[src/rtl/if_fetch.sv]
// if_fetch: the instruction-fetch stage. It owns the PC, keeps at most one
// request outstanding on an SRAM-like instruction bus, and offers each fetched
// instruction, together with its PC-derived words, to the IF/ID register.
// Branch redirects take effect after the delay slot. Flush redirects take
// effect immediately and cancel any fetch that is in flight.
//
// Ports
//   _clk, _rst            clock; synchronous active-high reset
//   _stall                IF/ID is holding, so an offered instruction is not consumed
//   _flush, _flush_pc     redirect to _flush_pc (highest priority)
//   _br_taken, _br_target taken branch/jump from ID (one-cycle pulse)
//   inst_req_, inst_addr_ bus request and address
//   _inst_addr_ok         request accepted
//   _inst_data_ok, _inst_rdata  read data return
//   valid_, inst_, pc_    offered instruction and its PC (0 when !valid_)
//   pc_sub4_/pc_add4_/pc_add8_  pc_-4, pc_+4, pc_+8
//   exc_                  bit0 = fetch address error (AdEL)
//   jb_delaysolt_         bit0 = the offered instruction is a branch delay slot
//
// Configuration macro IF_ADDR_CHECK_EN: when defined, a misaligned pc issues no
// bus request and offers a faulting slot instead. When undefined, the address
// is forced word-aligned and exc_ stays 0.
module if_fetch #(
  parameter logic [31:0] RESET_PC = 32'hBFC00000
) (
  input  logic        _clk,
  input  logic        _rst,
  input  logic        _stall,
  input  logic        _flush,
  input  logic [31:0] _flush_pc,
  input  logic        _br_taken,
  input  logic [31:0] _br_target,
  output logic        inst_req_,
  output logic [31:0] inst_addr_,
  input  logic        _inst_addr_ok,
  input  logic        _inst_data_ok,
  input  logic [31:0] _inst_rdata,
  output logic        valid_,
  output logic [31:0] inst_,
  output logic [31:0] pc_,
  output logic [31:0] pc_sub4_,
  output logic [31:0] pc_add8_,
  output logic [31:0] pc_add4_,
  output logic [31:0] exc_,
  output logic [31:0] jb_delaysolt_
);

  typedef enum logic [1:0] {S_IDLE, S_REQ, S_WAIT, S_HOLD} st_t;

  st_t         st, st_nx;
  logic [31:0] pc, br_tgt, hold_inst, npc;
  logic        br_pend, cancel;
  logic        misal, acc, offer, hand, dslot;

`ifdef IF_ADDR_CHECK_EN
  logic hold_exc;
  assign misal = |pc[1:0];
`else
  assign misal = 1'b0;
`endif

  // state register
  always_ff @(posedge _clk) begin
    if (_rst) st <= S_IDLE;
    else      st <= st_nx;
  end

  // next state
  always_comb begin
    st_nx = st;
    unique case (st)
      S_IDLE: st_nx = S_REQ;
      S_REQ: begin
        // an accepted request cannot be taken back, so a flush in the
        // accept cycle still waits for (and then drops) its data
        if (_flush)     st_nx = acc ? S_WAIT : S_REQ;
        else if (misal) st_nx = S_HOLD;
        else if (acc)   st_nx = S_WAIT;
      end
      S_WAIT: begin
        if (_inst_data_ok)
          st_nx = (_flush || cancel || !_stall) ? S_REQ : S_HOLD;
      end
      S_HOLD: begin
        if (_flush || !_stall) st_nx = S_REQ;
      end
    endcase
  end

  // outputs
  always_comb begin
    inst_req_     = 1'b0;
    offer         = 1'b0;
    inst_         = '0;
    pc_           = '0;
    pc_sub4_      = '0;
    pc_add4_      = '0;
    pc_add8_      = '0;
    exc_          = '0;
    jb_delaysolt_ = '0;
    unique case (st)
      S_REQ:  inst_req_ = !misal;
      S_WAIT: offer     = _inst_data_ok && !cancel;
      S_HOLD: offer     = 1'b1;
      default: ;
    endcase
    acc   = inst_req_ && _inst_addr_ok;
    hand  = offer && !_stall && !_flush;
    // a branch seen in the hand-off cycle itself already makes this the slot
    dslot = br_pend || _br_taken;
    npc   = dslot ? (_br_taken ? _br_target : br_tgt) : pc + 32'd4;
    valid_ = offer;
`ifdef IF_ADDR_CHECK_EN
    inst_addr_ = inst_req_ ? pc : '0;
`else
    inst_addr_ = inst_req_ ? {pc[31:2], 2'b00} : '0;
`endif
    if (offer) begin
      inst_            = (st == S_HOLD) ? hold_inst : _inst_rdata;
      pc_              = pc;
      pc_sub4_         = pc - 32'd4;
      pc_add4_         = pc + 32'd4;
      pc_add8_         = pc + 32'd8;
      jb_delaysolt_[0] = dslot;
`ifdef IF_ADDR_CHECK_EN
      exc_[0]          = (st == S_HOLD) && hold_exc;
`endif
    end
  end

  // PC, branch and cancel bookkeeping, held instruction
  always_ff @(posedge _clk) begin
    if (_rst) begin
      pc        <= RESET_PC;
      br_tgt    <= '0;
      br_pend   <= 1'b0;
      cancel    <= 1'b0;
      hold_inst <= '0;
`ifdef IF_ADDR_CHECK_EN
      hold_exc  <= 1'b0;
`endif
    end else begin
      if (_flush) begin
        pc      <= _flush_pc;
        br_pend <= 1'b0;
      end else if (hand) begin
        pc      <= npc;
        br_pend <= 1'b0;
      end else if (_br_taken) begin
        br_pend <= 1'b1;
        br_tgt  <= _br_target;
      end

      if (st == S_WAIT && _inst_data_ok)
        cancel <= 1'b0;
      else if (_flush && (st == S_WAIT || (st == S_REQ && acc)))
        cancel <= 1'b1;

      if (st == S_WAIT && _inst_data_ok) begin
        hold_inst <= _inst_rdata;
`ifdef IF_ADDR_CHECK_EN
        hold_exc  <= 1'b0;
`endif
      end else if (st == S_REQ && misal) begin
        hold_inst <= '0;
`ifdef IF_ADDR_CHECK_EN
        hold_exc  <= 1'b1;
`endif
      end
    end
  end

endmodule
[config.mk]
export PLATFORM = sky130hd
export DESIGN_NAME = if_fetch
export DESIGN_NICKNAME = d
export VERILOG_FILES = /design/src/rtl/if_fetch.sv
export SDC_FILE = /design/constraint.sdc
export NUM_CORES = 1
export LEC_CHECK = 0
export CELL_PAD_IN_SITES_DETAIL_PLACEMENT = 1
export CELL_PAD_IN_SITES_GLOBAL_PLACEMENT = 1
export CORE_AREA = 2 2 168 170
export CTS_BUF_LIST = sky130_fd_sc_hd__clkbuf_2 sky130_fd_sc_hd__clkbuf_4 sky130_fd_sc_hd__clkbuf_8
export DETAILED_ROUTE_END_ITERATION = 16
export DIE_AREA = 0 0 170 172
export PLACE_DENSITY = 0.9
export RECOVER_POWER = 25
export SLEW_MARGIN = 20
export SYNTH_ARGS = -nofsm -noshare
export SYNTH_HDL_FRONTEND = slang
export SYNTH_SLANG_ARGS = --single-unit
[constraint.sdc]
create_clock -name _clk -period 3.3 [get_ports _clk]
set_input_delay 0.825 -clock _clk [delete_from_list [all_inputs] [get_ports _clk]]
set_output_delay 0.825 -clock _clk [all_outputs]
set_load 0.02 [all_outputs]
==> results.cfg <==
[outcome]
outcome = finished, violations left
violations = max-capacitance violations, max-slew violations, negative setup slack

[clocking]
clk-insertion-delay-late_ps = 380
htree_levels = 3
numCtsBuffers = 9
clock_sinks = 100
cts_tree = built
holdBufCountCts = 0
clockBufferDepth = 2
path_clk_slew_ps = 100
cts_root_buf = clkbuf_8

[setup_path]
startpoint = pc[9]
startpoint_type = flip-flop
critical_path_class = flip-flop to output port
r2r_slack_ps = 470
rr_worst_depth = 7
cp.arrival_ps = 2760
cp.required_ps = 2470
r2r_end = pc[11]
worstPathMaxFanout = 3
critPathCaptureType = output port
reg2reg_from = st[1]

[pwr]
power_density_mw_per_mm2 = 277
p_sw_mw = 1.41
power_leakage_nw = 5.49
swShare = 0.389
pwr-share-clk = 0.219
p_int_mw = 2.21
p_comb_frac = 0.413
pwr-share-seq = 0.368
ir_drop_mv = 0.243

[floorplanning]
rows = 61
core-area_mm2 = 0.0275
initial_utilization = 0.297
die_w_um = 170
die-area_mm2 = 0.0292
boundaryPins = 361
die_y_um = 172

[global_routing]
first_global_vias = 10300
grt_pass1_wl_um = 59100
grt_max_degree = 78
antenna_found_initial = 3
gr-total-overflow = 0
grtUsageTotal = 0.257

[place]
dp_hpwl_um = 28500
gp_congestion = 0.881
port_buffers = 295

[timing]
period_share = 1.09
setup_ws_ps = -286
drv_slew = 33
setup_tns_ps = -2790
finClkSkew_ps = 10.1
worst_pin_slew_ps = 1560
min_period_ps = 3590
hold_violations = 0
maxSlewHeadroom = -0.0419
fmax_mhz = 279
grt_setup_unrepaired = yes
setup_violations = 33

[worst_hold_path]
min_from = hold_inst[24]
min_to = hold_inst[24]
min_path_cells = 2
hold_path.class = flip-flop to flip-flop

[routing]
routedWlPerCell_um = 21.7
wirelength_um = 41300
drt_iter0_drc = 679
routed.top_layer = met4
wl_met1_um = 16300
drtAntennaViolNets = 0
route.detailed.drc = 0
vias = 10200
wl_met2_um = 19900
viasPerCell = 5.38
wl_met3_um = 3040
firstDrtPassIters = 5

[cells_and_area]
area_growth_pct = 60.0
final_core_util = 0.475
drive_gt1_frac = 0.254
nets = 1661

[logic_synthesis]
synth_edf_count = 0
yosysWarnings = 0
yosysSeqAreaShare = 0.245
avgSynthCellArea_um2 = 7.00
synth_seq_cells = 100
netlist_area_mm2 = 0.00816
syn_inst = 1166
yosys-top-cells-area = dfxtp_1 (25%), nor2_1 (8.6%), mux2i_1 (8.3%)
netlist.area_leader.share = 0.245
ys.flop_type = dfxtp_1
synth_cell_types = 58
yosysTopAreaCell = dfxtp_1
async_flop_share = 0

[job]
max_cap_viol_count = 1
-- layout by cell type (no fill, tap or decap), drive strengths merged, types with 7 or more instances in the layout --
master / n
dfxtp: 100
nand2: 136
a21oi: 72
xor2: 34
nor4: 18
or3: 12
nor3: 35
or4: 12
mux2: 10
buf: 249
clkdlybuf4s15: 16
clkdlybuf4s50: 128
dlygate4sd2: 83
xnor2: 32
clkbuf: 20
nand3: 34
a211oi: 10
o21ai: 43
mux2i: 68
nand4: 13
conb: 65
ha: 8
o22ai: 25
nor2: 186
and2: 60
inv: 14
nand2b: 7
-- sequential cells by signal, indices dropped and copies added, names as in the netlist --
register and count:
br_pend 1, br_tgt 32, cancel 1, hold_inst 32
pc 32, st 2
-- worst max-delay path, stage by stage (launching register included) --
cell and delay (ps):
dfxtp_2 350, or4_4 580, nor4_4 330, buf_4 200, nand2_4 50, or4_4 420, mux2_4 320, buf_6 130
-- metal layers --
layer / vias up / track usage
met5: - / 0
met2: 523 / 0.442
li1: 4566 / -
met4: 0 / 0.123
met1: 4997 / 0.307
met3: 160 / 0.0558
-- per-stage QoR --
stage | instances | setup slack [ps] | hold WS [ps] | cell area (um^2) | total power, mW
after global placement | 1827 | -361 | 441 | 12000 | 2.65
after CTS | 1877 | -303 | 463 | 12600 | 3.53
after floorplan | 1230 | 155 | 436 | 8400 | 2.11
after detailed placement | 1827 | -372 | 449 | 12000 | 2.70
after global routing | 1904 | -351 | 479 | 13100 | 3.78
final | 1904 | -286 | 460 | 13100 | 3.62
-- how the worst max path moves through the flow --
stage,end
2_1_floorplan,pc_add8_[2]
3_5_place_dp,pc_add8_[26]
4_1_cts,pc_sub4_[23]
6_report,pc_sub4_[23]
5_1_grt,pc_sub4_[26]
3_3_place_gp,pc_add8_[26]
-- power groups by stage --
stage	combinational [mW]	sequential (mW)	clock, mW
5_1_grt	1.59	1.34	0.856
3_5_place_dp	1.35	1.35	0
2_1_floorplan	0.784	1.32	0
3_3_place_gp	1.30	1.34	0
4_1_cts	1.39	1.32	0.818
6_report	1.50	1.33	0.792
-- timing repair --
action / in CTS / in global routing
resized for setup: 422 / 122
gates cloned: 1 / 1
pin swaps: 21 / 28
hold endpoints to repair: 0 / 0
buffers inserted: 35 / 28
endpoints found under the setup margin: 160 / 103
-- layout make-up --
cell class                      instances  area [um^2]
Fill cell                            3399        14400
Multi-Input combinational cell        934         5900
Timing Repair Buffer                  490         4450
Sequential cell                       100         2020
Tap cell                              346          433
Clock buffer                           10          131
Inverter                               15         58.8
Clock inverter                          6         48.8
Antenna cell                            3         7.51
-- kinds of logic (layout without fill, tap and decap cells) --
| group | count (synthesis) | count (layout) | share of synthesized area |
|---|---|---|---|
| xor+xnor | 66 | 66 | 0.0709 |
| other cells | 1 | 68 | 0.000460 |
| compound gates | 187 | 187 | 0.137 |
| mux | 78 | 78 | 0.0977 |
| simple gates | 530 | 530 | 0.311 |
| fa+ha+maj | 8 | 8 | 0.0123 |
| buf+inv | 196 | 521 | 0.126 |
| flops | 100 | 100 | 0.245 |
-- cells in the mapped netlist (2+ instances only) --
cell type,count
inv_1,12
or3_1,12
clkinv_1,3
buf_1,19
o31ai_1,3
and3_1,2
nand2b_1,7
nand2_1,135
or4_4,3
xor2_1,34
a311oi_1,2
clkbuf_1,82
mux2i_1,68
ha_1,8
a221o_1,2
a31o_2,2
o21a_1,2
buf_4,73
o22ai_1,25
o211ai_1,5
o32ai_1,2
a211oi_1,10
nor4_4,4
o21ai_0,43
buf_2,6
nor2b_1,4
xnor2_1,32
a221oi_1,5
mux2_2,9
a31oi_1,2
nand4_1,13
or2_2,4
nor4_1,13
or4_1,9
or3b_2,3
dfxtp_1,100
o221ai_1,4
a21oi_1,72
nor3_1,35
nand3_1,34
o41ai_1,2
and2_1,60
nor2_1,186
No activity file was read; power rests on OpenSTA's default activity.
